===== src/rtl/systolic_sequencer.sv =====
// systolic_sequencer: operand tile buffers and wavefront feed sequencer for one NxN output-stationary MAC array
// Ports:
//   clk, rst                                   clock, synchronous active-low reset
//   load_en, load_sel, load_addr, load_data    tile write port (A when load_sel=0, B when 1), row-major address
//   load_ready                                 high while idle; writes are accepted only then
//   start, busy, done                          run request, run in progress, one-cycle completion pulse
//   arr_clear, arr_en                          array accumulator clear and advance/accumulate enable
//   a_lane, b_lane                             skewed west/north edge operands, lane i at [i*DW +: DW]
module systolic_sequencer #(
    parameter int N     = 4,
    parameter int DW    = 16,
    parameter int DRAIN = 2
) (
    input  logic                   clk,
    input  logic                   rst,
    input  logic                   load_en,
    input  logic                   load_sel,
    input  logic [$clog2(N*N)-1:0] load_addr,
    input  logic [DW-1:0]          load_data,
    output logic                   load_ready,
    input  logic                   start,
    output logic                   busy,
    output logic                   done,
    output logic                   arr_clear,
    output logic                   arr_en,
    output logic [N*DW-1:0]        a_lane,
    output logic [N*DW-1:0]        b_lane
);
    localparam int AW   = $clog2(N*N);
    localparam int CMAX = (3*N > DRAIN) ? 3*N : DRAIN + 1;
    localparam int CW   = $clog2(CMAX);
    localparam logic [CW-1:0] LAST_T = CW'(3*N - 3);
    localparam logic [CW-1:0] LAST_D = CW'(DRAIN - 1);

    typedef enum logic [2:0] {S_IDLE, S_CLEAR, S_FEED, S_DRAIN, S_DONE} state_t;

    state_t          state_q;
    logic [CW-1:0]   cnt_q;
    logic [DW-1:0]   a_q [N*N];
    logic [DW-1:0]   b_q [N*N];
    logic            load_ready_q;
    logic            busy_q;
    logic            done_q;
    logic            clear_q;
    logic            en_q;
    logic [N*DW-1:0] a_lane_q;
    logic [N*DW-1:0] b_lane_q;
    logic [N*DW-1:0] a_lane_d;
    logic [N*DW-1:0] b_lane_d;
    logic            feed_go;
    logic [CW-1:0]   feed_t;

    // Lanes are registered, so they are decoded from the feed step the array will see next cycle.
    assign feed_go = state_q == S_CLEAR || (state_q == S_FEED && cnt_q != LAST_T);
    assign feed_t  = state_q == S_CLEAR ? '0 : cnt_q + 1'b1;

    // Lane i carries element k of its row/column at step t = i + k, giving the diagonal wavefront.
    always_comb begin
        a_lane_d = '0;
        b_lane_d = '0;
        for (int i = 0; i < N; i++) begin
            for (int k = 0; k < N; k++) begin
                if (feed_go && feed_t == CW'(i + k)) begin
                    a_lane_d[i*DW +: DW] = a_q[AW'(i*N + k)];
                    b_lane_d[i*DW +: DW] = b_q[AW'(k*N + i)];
                end
            end
        end
    end

    always_ff @(posedge clk) begin
        if (!rst) begin
            state_q      <= S_IDLE;
            cnt_q        <= '0;
            a_q          <= '{default: '0};
            b_q          <= '{default: '0};
            load_ready_q <= 1'b1;
            busy_q       <= 1'b0;
            done_q       <= 1'b0;
            clear_q      <= 1'b0;
            en_q         <= 1'b0;
            a_lane_q     <= '0;
            b_lane_q     <= '0;
        end else begin
            a_lane_q <= a_lane_d;
            b_lane_q <= b_lane_d;
            case (state_q)
                S_IDLE: begin
                    if (load_en && !load_sel) a_q[load_addr] <= load_data;
                    if (load_en && load_sel) b_q[load_addr] <= load_data;
                    if (start) begin
                        state_q      <= S_CLEAR;
                        busy_q       <= 1'b1;
                        load_ready_q <= 1'b0;
                        clear_q      <= 1'b1;
                    end
                end
                S_CLEAR: begin
                    state_q <= S_FEED;
                    cnt_q   <= '0;
                    clear_q <= 1'b0;
                    en_q    <= 1'b1;
                end
                S_FEED: begin
                    state_q <= cnt_q == LAST_T ? S_DRAIN : S_FEED;
                    cnt_q   <= cnt_q == LAST_T ? '0 : cnt_q + 1'b1;
                end
                S_DRAIN: begin
                    state_q <= cnt_q == LAST_D ? S_DONE : S_DRAIN;
                    cnt_q   <= cnt_q == LAST_D ? '0 : cnt_q + 1'b1;
                    en_q    <= cnt_q != LAST_D;
                    done_q  <= cnt_q == LAST_D;
                end
                S_DONE: begin
                    state_q      <= S_IDLE;
                    done_q       <= 1'b0;
                    busy_q       <= 1'b0;
                    load_ready_q <= 1'b1;
                end
                default: state_q <= S_IDLE;
            endcase
        end
    end

    assign load_ready = load_ready_q;
    assign busy       = busy_q;
    assign done       = done_q;
    assign arr_clear  = clear_q;
    assign arr_en     = en_q;
    assign a_lane     = a_lane_q;
    assign b_lane     = b_lane_q;
endmodule


===== config.mk =====
export PLATFORM = sky130hd
export DESIGN_NAME = systolic_sequencer
export DESIGN_NICKNAME = d
export VERILOG_FILES = /design/src/rtl/systolic_sequencer.sv
export SDC_FILE = /design/constraint.sdc
export NUM_CORES = 1
export LEC_CHECK = 0
export BUFFER_PORTS_ARGS = -buffer_cell sky130_fd_sc_hd__buf_2
export CAP_MARGIN = 20
export CORE_UTILIZATION = 30
export DETAILED_ROUTE_END_ITERATION = 7
export PLACE_DENSITY = 0.5
export SYNTH_ARGS = -nofsm -noshare
export SYNTH_HDL_FRONTEND = slang
export SYNTH_SLANG_ARGS = --single-unit

===== constraint.sdc =====
create_clock -name clk -period 2.7 [get_ports clk]
set_clock_uncertainty 0.05 [all_clocks]
set_input_delay 0.135 -clock clk [delete_from_list [all_inputs] [get_ports clk]]
set_output_delay 0.135 -clock clk [all_outputs]
set_load 0.02 [all_outputs]

==> results of run 1 <==
synth_stat cells (all sizes together) (2+ instances only):
cell type  number
clkbuf         99
mux2           16
a22o           16
nand2         114
a21oi           8
o21ai         298
nor2           29
and3            3
mux2i          32
o221a           2
inv             3
a221oi         16
a31oi          16
buf            75
a22oi          25
ha              2
a211oi          2
dfxtp         364
nor2b          34
nor3b           7
o2111ai         2
a21o            2
and4            2
nand4          18
and2            4
nand3         255
nand2b          2
a32oi           3
nor3            3
metrics by stage:
step,cells,hold WS (ns)
after floorplan,1499,0.215
after global placement,2085,0.322
after detailed placement,2085,0.329
after CTS,2171,0.103
after global routing,2171,0.135
final,2171,0.135
layout make-up:
| class | instances | area (sq um) | area share, % |
|---|---|---|---|
| Multi-Input combinational cell | 958 | 5350 | 33.6 |
| Inverter | 3 | 11.3 | 0.0708 |
| Sequential cell | 364 | 7290 | 45.8 |
| Tap cell | 585 | 732 | 4.60 |
| Clock inverter | 9 | 111 | 0.700 |
| Timing Repair Buffer | 193 | 1270 | 7.96 |
| Clock buffer | 59 | 1150 | 7.23 |
where the power goes:
group	switching (mW)	total (mW)	internal, mW	leakage [nW]
Sequential	0.0244	5.43	5.41	2.93
Combinational	0.435	0.584	0.149	2.25
Clock	2.16	5.29	3.14	0.619
Total	2.62	11.3	8.69	5.81
sequential cells by signal (all words and copies together), names as in the netlist:
register    flops
a_q           128
cnt_q           4
arr_en          1
busy            1
b_lane         64
b_q           128
load_ready      1
a_lane         32
state_q         3
done            1
arr_clear       1
worst max-delay path, stage by stage (launching register included):
cell and delay [ns]:
sky130_fd_sc_hd__dfxtp_1 0.40, sky130_fd_sc_hd__ha_1 0.33, sky130_fd_sc_hd__nand2_1 0.13, sky130_fd_sc_hd__or3_4 0.39, sky130_fd_sc_hd__a211oi_4 0.39, sky130_fd_sc_hd__nand2_1 0.34
sky130_fd_sc_hd__buf_4 0.25, sky130_fd_sc_hd__o21ai_0 0.16
metal layers:
layer  vias up  share of wire, %  GRT usage (%)
met5         -                 0              0
li1       5322                 -              -
met4         0               2.1           5.28
met1      5092                49           23.4
met2       255                44           26.2
met3        53               4.6           3.15
logic make-up (layout without fill, tap and decap cells):
logic type | count (synthesis) | count (layout)
flip-flops | 364 | 364
multiplexers | 48 | 48
AO/OA/AOI/OAI | 396 | 396
AND/OR/NAND/NOR | 479 | 479
other | 1 | 32
buffers and inverters | 177 | 264
XOR/XNOR | 1 | 1
adder cells (fa/ha/maj) | 2 | 2
layout by cell type (no fill, tap or decap), types with 18 or more instances in the layout:
cell,instances
sky130_fd_sc_hd__dfxtp_1,364
sky130_fd_sc_hd__nand4_1,18
sky130_fd_sc_hd__nand2_1,113
sky130_fd_sc_hd__mux2i_1,32
sky130_fd_sc_hd__clkbuf_16,39
sky130_fd_sc_hd__dlygate4sd3_1,18
sky130_fd_sc_hd__nor2_1,28
sky130_fd_sc_hd__buf_4,44
sky130_fd_sc_hd__o21ai_0,290
sky130_fd_sc_hd__buf_2,124
sky130_fd_sc_hd__a22oi_1,25
sky130_fd_sc_hd__nor2b_1,34
sky130_fd_sc_hd__conb_1,32
sky130_fd_sc_hd__nand3_1,255
what timing repair did:
item	4_1_cts	5_1_grt
endpoints found under the hold margin	39	0
resized for setup	0	0
hold buffers	18	0
path summary, 6_finish.rpt:
| path | startpoint | to | cells past startpoint | slack [ns] |
|---|---|---|---|---|
| worst max-delay path | cnt_q[1]$_SDFFE_PN0P_ | b_lane[31]$_SDFF_PN0_ | 7 | 0.17 |
| worst min-delay path | load_sel | a_q[142]$_SDFFE_PN0P_ | 4 | 0.13 |
| worst max register to register | cnt_q[1]$_SDFFE_PN0P_ | b_lane[31]$_SDFF_PN0_ | 7 | 0.17 |
| worst min register to register | a_q[140]$_SDFFE_PN0P_ | a_q[140]$_SDFFE_PN0P_ | 2 | 0.40 |
==> results.md, run 1 <==
Place:
- The instance area after placement is 0.0145 sq mm.
- The global placement routability congestion is 0.776.
- OpenSTA, run right after detailed placement, puts the worst setup slack at 0.177 ns.
- The detailed placer's ending HPWL is 23.2 mm.
- Port buffering added 125 buffers.

Floorplanning:
- During I/O placement, the number of pins put on the boundary was 158.
- The horizontal extent of the die is 213 um.
- The effective utilization at floorplan is 30.7%.
- The die is 213 um tall.
- The floorplan step defined a core boundary enclosing 0.0435 sq mm.
- The floorplan die area is 0.0454 sq mm.
- The site row count is 76.

Worst setup path:
- STA classifies the critical path endpoint as a flop.
- The critical path startpoint category is a flop.
- The required arrival time at the worst endpoint is 3.12 ns.
- The endpoint arrival time on the critical path is 2.94 ns.
- Of all nets on the critical path, the largest fanout is 10.
- The path type of the worst setup path is flop to flop.

Synthesis:
- The portion of synthesized cell area occupied by the leading cell type is 54.6%.
- Yosys mapped a number of flops with a built-in enable equal to 0.
- The proportion of synthesized chip area in sequential cells is 54.6%.
- After synthesis, the mean cell area works out to 9.10 sq um.
- Counting distinct cell types in the post-synthesis netlist gives 57.
- sky130_fd_sc_hd__dfxtp_1 takes more of the synthesized area than any other cell.
- Of the post-synthesis cell area, the part taken by muxes is 3.75%.
- The number of synthesis warnings is 0.
- Counting flops and latches in the post-synthesis netlist gives 364.
- The most used flip-flop cell after synthesis is sky130_fd_sc_hd__dfxtp_1.
- The synthesized-area fraction occupied by and/or/nand/nor cells is 17.9%.
- The synthesized netlist devotes 0.187% of its cell area to adder and majority cells.
- The netlist area before placement is 0.0134 sq mm.
- Summing the areas of all compound-gate instances in the mapped netlist gives 17.2% of the synthesized area.
- The gate count after technology mapping is 1468.
- Of all flip-flops after synthesis, the portion carrying an async set or reset was 0%.
- The xor/xnor share of the synthesized area is 0.0656%.
- In the post-synthesis netlist, the biggest area contributors are sky130_fd_sc_hd__dfxtp_1 (55%), sky130_fd_sc_hd__o21ai_0 (11%), sky130_fd_sc_hd__nand3_1 (9.6%).
- By area, the combinational part of the netlist is dominated by simple AND/OR/NAND/NOR gates.

Pwr:
- The total chip power is 11.3 mW.
- The analysis attributes to cell leakage a power of 5.81 nW.
- Across the VDD grid, the largest voltage drop is 0.315 mV.
- Power spread over the standard cell area amounts to 711 mW/mm^2.

GRT:
- The total global routing track utilization is 16.9%.
- The final global-route overflow total is 0.
- The global-route wire length before repair is 58.2 mm.
- The number of global-route vias before repair is 9868.
- Entering global routing, the biggest net connects 86 pins.
- The number of antenna violations at the first check in global routing is 0.

STA:
- Setup slack on the critical path of the routed design comes to 0.174 ns.
- The final number of hold-violating endpoints was 0.
- The count of final max-slew check failures is 0.
- For this run, the top clock speed supported by timing is 396 MHz.
- The clock period minus worst slack is 2.53 ns.
- Setup violations remaining at the end of the flow were counted as 0.
- The ratio of final minimum period to clock period is 93.6%.
- Setup repair after global routing left no endpoint under its margin.
- The worst slew margin relative to its limit is 40.5%.
- The total negative slack is 0 ns.
- At the pin with the least slew margin, the transition time is 0.890 ns.

Route:
- The number of remaining DRC errors is 0.
- The final routed wire length divided by cell count is 17.7 um.
- For this block, the initial DRC count from the detailed router was 835.
- The number of nets with antenna violations after detailed routing is 0.
- After detailed routing, the total wire length is 38.4 mm.
- For this run, the detailed router's first-pass iteration total came to 5.
- The via count of the routed design is 10722.
- Dividing the detail-routed via count by the number of cells gives 4.94.

Layout:
- Once layout is done, the placed cells without fillers occupy 0.0159 sq mm.
- For this run, the post-layout net count is 1586.
- The total of fill cells in the finished design is 4461.
- For this run, the share of the core covered by cells in the final layout is 36.6%.
- From synthesis to final layout, the design area changed by 19.1%.
- In the final layout, the share of cells above drive strength 1 is 16.9%.
- The number of antenna diodes in the final layout is 0.

Clocking:
- The clock latency of the later-clocked register in the worst-skew pair is 0.55 ns.
- The maximum buffer depth of the clock tree is 3.
- The H-tree was split into 2 levels.
- The clock-pin transition on the worst setup and hold timing paths is 0.06 ns.
- The root buffer cell chosen for the clock tree is sky130_fd_sc_hd__clkbuf_16.
- Counting every sink on the clock net gives 364.
- The TritonCTS buffer count is 39.
- After clock tree synthesis, the setup repair step added 0 buffers.
- TritonCTS built the clock tree.

Run status:
- The flow ran to the end, and the final reports show no timing, DRC or antenna violations.

Job:
- The reported max-cap violation count is 0.

Min path:
- The path type of the worst min-delay path is input port to flop.
Power figures use the tool's default switching activity.
==> run 2: changes to the inputs <==
CORE_UTILIZATION = 31   (was 30)
PLACE_DENSITY = 0.51   (was 0.5)
==> run 2 against run 1 <==
  * Wire length shrank 0.82%
  * Final area fell by 0.15%
  * Largest cell class unchanged
  * First-iteration DRC count shrank 14%
  * Highest routed layer is now met5
  * Flip-flop and latch count unchanged
  * Critical endpoint is now b_lane[30]$_SDFF_PN0_
==> results.md, run 2 (synthesis gave the netlist of run 1 again) <==
Worst setup path:
- The endpoint arrival time on the critical path is 2.90 ns (was 2.94 ns).
- Cell-by-cell listing of the critical path: ha_1 -> nand2_1 -> or3_4 -> a211oi_4 -> buf_4 -> nand2_1 -> o21ai_0 (was ha_1 -> nand2_1 -> or3_4 -> a211oi_4 -> nand2_1 -> buf_4 -> o21ai_0).
- The depth of the most critical reg-to-reg path is 7 (unchanged).
- The kind of capture point of the worst setup path is a flop (unchanged).
- The dominant delay contributor by cell family on the critical path was simple AND/OR/NAND/NOR gates (unchanged).
- The most frequent cell on the critical path is sky130_fd_sc_hd__nand2_1 (unchanged).
- The endpoint of the worst register-to-register path is b_lane[30]$_SDFF_PN0_ (was b_lane[31]$_SDFF_PN0_).
- The path type of the worst setup path is flop to flop (unchanged).
- The register-to-register setup slack was 0.21 ns (was 0.17 ns).
- The critical path startpoint category is a flop (unchanged).
- The required arrival time at the worst endpoint is 3.11 ns (was 3.12 ns).
- The highest cell delay on the worst timing path is 0.41 ns (was 0.40 ns).
- The worst-path cell with the longest stage delay is sky130_fd_sc_hd__dfxtp_1 (unchanged).
- The reg-to-reg startpoint is cnt_q[1]$_SDFFE_PN0P_ (unchanged).
- The count of buffer and inverter cells on the critical path is 1 (unchanged).
- The maximum fanout count along the critical path is 13 (was 10).

Min path:
- The path type of the worst min-delay path was input port to flop (unchanged).
- The capture endpoint of the worst hold path is a_q[138]$_SDFFE_PN0P_ (was a_q[142]$_SDFFE_PN0P_).
- The launch instance of the worst min-delay path is load_sel (unchanged).
- The hold path depth came to 4 (unchanged).

Route:
- The wire length on met1 is 18.6 mm (was 18.8 mm).
- The highest metal layer with signal wires was met5 (was met4).
- The routed via count divided by cell count is 5.02 (was 4.94).
- The number of nets with antenna violations after detailed routing is 0 (unchanged).
- The wire length on met3 is 1.83 mm (was 1.78 mm).
- The final routed wire length divided by cell count came to 17.9 um (was 17.7 um).
- The number of design-rule violations left by the first detailed-router iteration came to 715 (was 835).
- The total wirelength of the detailed-routed design is 38.1 mm (was 38.4 mm).
- The number of detailed-route iterations in the first pass came to 5 (unchanged).
- The number of remaining DRC errors came to 0 (unchanged).
- The via count of the routed design is 10693 (was 10722).
- The total length of routed met2 wires is 16.7 mm (was 17.0 mm).

STA:
- The ratio of final minimum period to clock period was 92.2% (was 93.6%).
- The worst slew margin relative to its limit is 40.9% (was 40.5%).
- The final setup violation count was 0 (unchanged).
- The least setup slack across all paths after layout is 0.211 ns (was 0.174 ns).
- The worst hold slack is 0.205 ns (was 0.135 ns).
- The actual slew at the worst max-slew pin came to 0.884 ns (was 0.890 ns).
- The fmax is 402 MHz (was 396 MHz).
- The count of final max-slew check failures is 0 (unchanged).
- The clock period minus worst slack was 2.49 ns (was 2.53 ns).
- The final number of hold-violating endpoints came to 0 (unchanged).
- Setup repair after global routing missed its margin: no (unchanged).
- The total negative slack is 0 ns (unchanged).

Floorplanning:
- The number of I/O pins is 158 (unchanged).
- The vertical die dimension is 210 um (was 213 um).
- The effective utilization at floorplan is 31.6% (was 30.7%).
- The horizontal extent of the die came to 210 um (was 213 um).
- The floorplan die area came to 0.0439 sq mm (was 0.0454 sq mm).
- The core outline area is 0.0422 sq mm (was 0.0435 sq mm).
- The site row count is 75 (was 76).

Job:
- The reported max-cap violation count is 0 (unchanged).

Clocking:
- The TritonCTS buffer count came to 41 (was 39).
- The TritonCTS clock tree is yes (unchanged).
- The clock sink count is 364 (unchanged).
- The quantity of hold-fixing buffers added after cts came to 18 (unchanged).
- The clock root buffer is sky130_fd_sc_hd__clkbuf_16 (unchanged).
- The number of setup buffers added after CTS is 0 (unchanged).
- The maximum buffer depth of the clock tree is 3 (unchanged).
- The clock-pin transition on the worst setup and hold timing paths was 0.06 ns (about the same).
- The clock latency of the later-clocked register in the worst-skew pair was 0.55 ns (about the same).
- The quantity of gates resized following cts is 0 (unchanged).
- The number of H-tree levels is 2 (unchanged).

GRT:
- The number of antenna violations at the first check in global routing was 3 (was 0).
- The final global-route overflow total is 0 (unchanged).
- The number of global-route vias before repair was 9799 (was 9868).
- The global-route wire length before repair is 58.3 mm (was 58.2 mm).
- The pin count of the biggest net entering global routing is 141 (was 86).
- The total global routing track utilization is 17.2% (was 16.9%).

Layout:
- The total of fill cells in the finished design came to 4264 (was 4461).
- The area occupied by multi-input gates is 0.00535 sq mm (unchanged).
- The footprint of the flip-flops and latches is 0.00729 sq mm (unchanged).
- The design area came to 0.0159 sq mm (about the same).
- The most frequent standard cell in the layout excluding fill and tap cells is sky130_fd_sc_hd__dfxtp_1 (unchanged).
- The share of layout cells above drive strength 1 is 17.0% (was 16.9%).
- The final-stage net count came to 1584 (was 1586).
- Most frequent cells in the layout: sky130_fd_sc_hd__dfxtp_1 (364), sky130_fd_sc_hd__o21ai_0 (290), sky130_fd_sc_hd__nand3_1 (255), sky130_fd_sc_hd__buf_2 (124), sky130_fd_sc_hd__nand2_1 (113) (unchanged).
- The number of standard cells in the layout, taps in and fillers out is 2128 (was 2171).
- The area growth from synthesis to final layout came to 19.0% (was 19.1%).
- The final design utilization is 37.6% (was 36.6%).

Pwr:
- The leakage power total came to 5.82 nW (was 5.81 nW).
- The total chip power is 11.6 mW (was 11.3 mW).
- The maximum vdd ir drop is 0.365 mV (was 0.315 mV).
- The power per cell area is 728 mW/mm^2 (was 711 mW/mm^2).

Place:
- The count of input and output buffers was 125 (unchanged).
- The detailed placer's ending HPWL was 22.9 mm (was 23.2 mm).
- The worst setup slack before clock tree synthesis is 0.248 ns (was 0.177 ns).
- The global placement routability congestion is 0.819 (was 0.776).
- The number of instances in the placed design came to 2035 (was 2085).
- The instance area after placement is 0.0144 sq mm (was 0.0145 sq mm).

Run status:
- Outcome: completed (unchanged).
run 2: cell types whose count changed in the layout (fill, tap and decap cells not counted), sizes merged:
cell      before  now
buf          175  171
clkinv         4    7
clkinvlp       1    3
diode          0    2
clkbuf        59   60
inv            5    4
run 2: worst register-to-register path, cell delays in order, from the launching register on:
cell	delay, ns
sky130_fd_sc_hd__dfxtp_1	0.41
sky130_fd_sc_hd__ha_1	0.32
sky130_fd_sc_hd__nand2_1	0.14
sky130_fd_sc_hd__or3_4	0.39
sky130_fd_sc_hd__a211oi_4	0.28
sky130_fd_sc_hd__buf_4	0.24
sky130_fd_sc_hd__nand2_1	0.30
sky130_fd_sc_hd__o21ai_0	0.28
run 2: worst max path at each step:
stage | end | slack, ns | cells after the start | startpoint
floorplan | a_lane[16]$_SDFF_PN0_ | 0.50 | 7 | cnt_q[1]$_SDFFE_PN0P_
global placement | a_lane[0]$_SDFF_PN0_ | 0.32 | 7 | cnt_q[1]$_SDFFE_PN0P_
detailed placement | b_lane[30]$_SDFF_PN0_ | 0.25 | 7 | cnt_q[1]$_SDFFE_PN0P_
CTS | b_lane[30]$_SDFF_PN0_ | 0.21 | 7 | cnt_q[1]$_SDFFE_PN0P_
global route | b_lane[30]$_SDFF_PN0_ | 0.005 | 7 | cnt_q[1]$_SDFFE_PN0P_
finish | b_lane[30]$_SDFF_PN0_ | 0.21 | 7 | cnt_q[1]$_SDFFE_PN0P_
run 2: where the power goes:
group          total [mW]  internal, mW  switching [mW]
Clock                5.55          3.32            2.23
Combinational       0.575         0.144           0.431
Sequential           5.43          5.41          0.0249
run 2: area by class of cell:
class                      instances  area share (%)
inverter                           3          0.0709
clock buffer                      60            7.68
multi-input combinational        958            33.7
sequential                       364            45.9
antenna                            2          0.0315
tap                              539            4.24
timing repair buffer             189            7.62
clock inverter                    13           0.795
run 2: routing by layer:
| metal | track usage (%) | vias to the layer above |
|---|---|---|
| li1 | - | 5317 |
| met1 | 24.3 | 5075 |
| met2 | 26.4 | 237 |
| met3 | 3.20 | 62 |
| met4 | 5.56 | 2 |
| met5 | 0 | - |
==> run 3: changes to the inputs <==
ABC_AREA = 1   (was default)
CORE_UTILIZATION = 58   (was 31)
PLACE_DENSITY = 0.82   (was 0.51)
==> run 3 against run 2 <==
  * Maximum frequency is 1.6% higher
  * Largest cell class unchanged
  * Combinational power is 62% higher
  * Worst setup slack better by 0.039 ns
  * Final cell count is 8.2% higher
  * Non-clock buffer count is 31 lower
  * First-iteration DRC count is 83% higher
  * Clock power is 8.5% lower
  * Flip-flop and latch count stayed put
  * Global-route usage is 14 points higher
==> results.md, run 3 <==
Clocking:
- The clock sink count is 364 (unchanged).
- The TritonCTS buffer count is 37 (was 41).
- The TritonCTS clock tree is yes (unchanged).
- The clock root buffer is sky130_fd_sc_hd__clkbuf_16 (unchanged).
- The clock latency of the later-clocked register in the worst-skew pair was 0.53 ns (was 0.55 ns).
- The quantity of gates resized following cts came to 0 (unchanged).
- The clock-pin transition on the worst setup and hold timing paths is 0.06 ns (about the same).
- The maximum buffer depth of the clock tree is 3 (unchanged).
- The number of H-tree levels came to 2 (unchanged).

Pwr:
- The fraction of power consumed by the clock network is 44.0% (was 48.0%).
- The leakage power total is 7.26 nW (was 5.82 nW).
- The proportion of power drawn by combinational gates came to 8.1% (was 5.0%).
- The maximum vdd ir drop is 0.487 mV (was 0.365 mV).
- The relative contribution of sequential cells to total power is 47.9% (was 47.0%).
- The switching power is 2.88 mW (was 2.69 mW).
- The fraction of power spent switching nets is 24.9% (was 23.2%).
- The power per cell area came to 725 mW/mm^2 (was 728 mW/mm^2).
- The internal power consumption was 8.66 mW (was 8.87 mW).
- The total chip power came to 11.5 mW (was 11.6 mW).

Layout:
- The number of standard cells in the layout, taps in and fillers out is 2303 (was 2128).
- The number of antenna diodes is 0 (was 2).
- The most frequent standard cell in the layout excluding fill and tap cells is sky130_fd_sc_hd__nor2_1 (was sky130_fd_sc_hd__dfxtp_1).
- The share of layout cells above drive strength 1 is 12.8% (was 17.0%).
- Most frequent cells in the layout: sky130_fd_sc_hd__nor2_1 (581), sky130_fd_sc_hd__dfxtp_1 (364), sky130_fd_sc_hd__o21ai_0 (278), sky130_fd_sc_hd__nand2_1 (238), sky130_fd_sc_hd__buf_2 (124) (was sky130_fd_sc_hd__dfxtp_1 (364), sky130_fd_sc_hd__o21ai_0 (290), sky130_fd_sc_hd__nand3_1 (255), sky130_fd_sc_hd__buf_2 (124), sky130_fd_sc_hd__nand2_1 (113)).
- The total of fill cells in the finished design was 1996 (was 4264).
- The footprint of the flip-flops and latches is 0.00729 sq mm (unchanged).
- The area growth from synthesis to final layout was 13.2% (was 19.0%).
- The area occupied by multi-input gates is 0.00593 sq mm (was 0.00535 sq mm).
- The final-stage net count is 1984 (was 1584).

STA:
- The total negative slack is 0 ns (unchanged).
- The ratio of final minimum period to clock period is 90.8% (was 92.2%).
- The final number of hold-violating endpoints is 0 (unchanged).
- The least setup slack across all paths after layout is 0.250 ns (was 0.211 ns).
- Setup repair after global routing missed its margin: no (unchanged).
- The actual slew at the worst max-slew pin is 0.751 ns (was 0.884 ns).
- The clock period minus worst slack is 2.45 ns (was 2.49 ns).
- The fmax is 408 MHz (was 402 MHz).
- The count of final max-slew check failures is 0 (unchanged).
- The worst slew margin relative to its limit is 49.9% (was 40.9%).
- The final setup violation count is 0 (unchanged).

Synthesis:
- The number of synthesis warnings is 0 (unchanged).
- The post-synthesis average cell area is 7.49 sq um (was 9.10 sq um).
- Most used standard cells in the synthesized netlist: sky130_fd_sc_hd__nor2_1 (581), sky130_fd_sc_hd__dfxtp_1 (364), sky130_fd_sc_hd__o21ai_0 (278) (was sky130_fd_sc_hd__dfxtp_1 (364), sky130_fd_sc_hd__o21ai_0 (290), sky130_fd_sc_hd__nand3_1 (255)).
- The netlist area before placement is 0.0141 sq mm (was 0.0134 sq mm).
- The count of unique library cells instantiated by Yosys was 38 (was 57).
- The gate count after technology mapping came to 1879 (was 1468).
- The fraction of synthesis flops using an asynchronous set or reset pin is 0% (unchanged).
- The number of enable-type register cells in the synthesized netlist came to 0 (unchanged).
- The proportion of synthesized chip area in sequential cells is 51.8% (was 54.6%).
- The most used standard cell by instance count after synthesis is sky130_fd_sc_hd__nor2_1 (was sky130_fd_sc_hd__dfxtp_1).
- Cell types occupying the most area after synthesis: sky130_fd_sc_hd__dfxtp_1 (52%), sky130_fd_sc_hd__nor2_1 (15%), sky130_fd_sc_hd__o21ai_0 (9.9%) (was sky130_fd_sc_hd__dfxtp_1 (55%), sky130_fd_sc_hd__o21ai_0 (11%), sky130_fd_sc_hd__nand3_1 (9.6%)).
- The flip-flop and latch count after synthesis came to 364 (unchanged).
- The flip-flop cell with the highest count after synthesis is sky130_fd_sc_hd__dfxtp_1 (unchanged).
- The portion of synthesized cell area occupied by the leading cell type is 51.8% (was 54.6%).
- The cell taking the most area after synthesis is sky130_fd_sc_hd__dfxtp_1 (unchanged).

Min path:
- The hold path depth is 3 (was 4).
- The capture endpoint of the worst hold path is b_q[192]$_SDFFE_PN0P_ (was a_q[138]$_SDFFE_PN0P_).
- The launch instance of the worst min-delay path was load_data[0] (was load_sel).
- The path type of the worst min-delay path is input port to flop (unchanged).

Place:
- The detailed placer's ending HPWL was 22.3 mm (was 22.9 mm).
- The count of input and output buffers is 125 (unchanged).
- The worst setup slack before clock tree synthesis is 0.234 ns (was 0.248 ns).
- The global placement routability congestion is 0.917 (was 0.819).
- The number of instances in the placed design is 2234 (was 2035).

GRT:
- The number of global-route vias before repair is 11696 (was 9799).
- The total global routing track utilization is 30.8% (was 17.2%).
- The final global-route overflow total is 0 (unchanged).
- The number of antenna violations at the first check in global routing is 0 (was 3).
- The pin count of the biggest net entering global routing was 123 (was 141).
- The global-route wire length before repair is 60.3 mm (was 58.3 mm).

Worst setup path:
- The endpoint of the worst register-to-register path is a_lane[29]$_SDFF_PN0_ (was b_lane[30]$_SDFF_PN0_).
- The critical path startpoint category is a flop (unchanged).
- The endpoint arrival time on the critical path was 2.86 ns (was 2.90 ns).
- The required arrival time at the worst endpoint came to 3.11 ns (about the same).
- The kind of capture point of the worst setup path is a flop (unchanged).
- The reg-to-reg startpoint is cnt_q[1]$_SDFFE_PN0P_ (unchanged).
- The path type of the worst setup path is flop to flop (unchanged).
- The register-to-register setup slack was 0.25 ns (was 0.21 ns).
- The maximum fanout count along the critical path is 22 (was 13).
- The depth of the most critical reg-to-reg path is 9 (was 7).

Floorplanning:
- The core outline area is 0.0236 sq mm (was 0.0422 sq mm).
- The horizontal extent of the die is 158 um (was 210 um).
- The site row count was 56 (was 75).
- The effective utilization at floorplan is 59.6% (was 31.6%).
- The floorplan die area is 0.0249 sq mm (was 0.0439 sq mm).
- The number of I/O pins was 158 (unchanged).
- The vertical die dimension was 158 um (was 210 um).

Route:
- The via count of the routed design is 12686 (was 10693).
- The number of remaining DRC errors was 0 (unchanged).
- The number of detailed-route iterations in the first pass was 6 (was 5).
- The number of design-rule violations left by the first detailed-router iteration is 1309 (was 715).
- The routed via count divided by cell count was 5.51 (was 5.02).
- The final routed wire length divided by cell count came to 16.7 um (was 17.9 um).
- The number of nets with antenna violations after detailed routing is 0 (unchanged).
- The total wirelength of the detailed-routed design is 38.4 mm (was 38.1 mm).

Run status:
- Outcome: completed (unchanged).

Job:
- The reported max-cap violation count is 0 (unchanged).
run 3: cell types whose count changed after synthesis, sizes merged, moves of 34 or more:
cell	before	now
nor2b	34	0
clkbuf	99	62
inv	3	46
nand2	114	242
nand3	255	74
a21oi	8	70
nor2	29	600
run 3: timing repair:
action / CTS / global route
hold buffers: 2 / 0
hold endpoints to repair: 48 / 0
setup endpoints to repair: 0 / 6
setup buffers: 0 / 0
run 3: final cells by class:
type	instances	share of cell area [%]
tap	319	2.51
clock inverter	9	0.519
inverter	48	1.17
timing repair buffer	158	5.71
multi-input combinational	1348	37.2
clock buffer	57	7.12
sequential	364	45.8
run 3: cell families after synthesis:
kind of cell               share of synthesized area (%)
DFF                                                 51.8
other                                             0.0267
and+or+nand+nor                                     27.0
buffers and inverters                               7.01
adders and majority gates                          0.178
AOI/OAI and AO/OA                                   13.9
xor gates and xnor gates                          0.0623
run 3: power groups by stage:
stage | sequential, mW | clock (mW) | combinational [mW]
detailed placement | 5.65 | 0 | 0.892
finish | 5.53 | 5.08 | 0.934
global placement | 5.64 | 0 | 0.875
floorplan | 5.66 | 0 | 0.644
global route | 5.54 | 5.34 | 1.01
CTS | 5.53 | 5.12 | 0.901
run 3: layer usage:
| metal | GRT usage [%] | vias up | wire length (um) |
|---|---|---|---|
| li1 | - | 6111 | - |
| met1 | 39.2 | 5864 | 15400 |
| met2 | 49.1 | 601 | 17800 |
| met3 | 6.32 | 110 | 3330 |
| met4 | 16.3 | 0 | 1850 |
| met5 | 0 | - | 0 |
run 3: worst max-delay path, stage by stage, from the launching register on:
cell,delay [ns]
sky130_fd_sc_hd__dfxtp_1,0.40
sky130_fd_sc_hd__inv_1,0.08
sky130_fd_sc_hd__ha_1,0.38
sky130_fd_sc_hd__nand4_1,0.35
sky130_fd_sc_hd__nor2_4,0.47
sky130_fd_sc_hd__buf_4,0.37
sky130_fd_sc_hd__nand2_1,0.08
sky130_fd_sc_hd__nand2_1,0.07
sky130_fd_sc_hd__nor2_1,0.04
sky130_fd_sc_hd__nor2_1,0.09
run 3: worst max path at each step:
| stage | to | slack (ns) | cells past startpoint | start |
|---|---|---|---|---|
| after global placement | a_lane[27]$_SDFF_PN0_ | 0.31 | 10 | cnt_q[0]$_SDFFE_PN0P_ |
| final | a_lane[29]$_SDFF_PN0_ | 0.25 | 9 | cnt_q[1]$_SDFFE_PN0P_ |
| after floorplan | b_lane[10]$_SDFF_PN0_ | 0.90 | 9 | cnt_q[1]$_SDFFE_PN0P_ |
| after global routing | a_lane[29]$_SDFF_PN0_ | 0.06 | 9 | cnt_q[1]$_SDFFE_PN0P_ |
| after CTS | a_lane[29]$_SDFF_PN0_ | 0.24 | 10 | cnt_q[0]$_SDFFE_PN0P_ |
| after detailed placement | a_lane[29]$_SDFF_PN0_ | 0.23 | 10 | cnt_q[0]$_SDFFE_PN0P_ |
run 3: stage by stage:
stage	instance area (sq um)	hold slack [ns]	util, %
final	15900	0.0446	67.4
after global routing	15900	0.0563	67.4
after CTS	15900	0.0201	67.4
after detailed placement	14700	0.390	62.2
after global placement	14700	0.380	62.2
after floorplan	14200	0.220	-
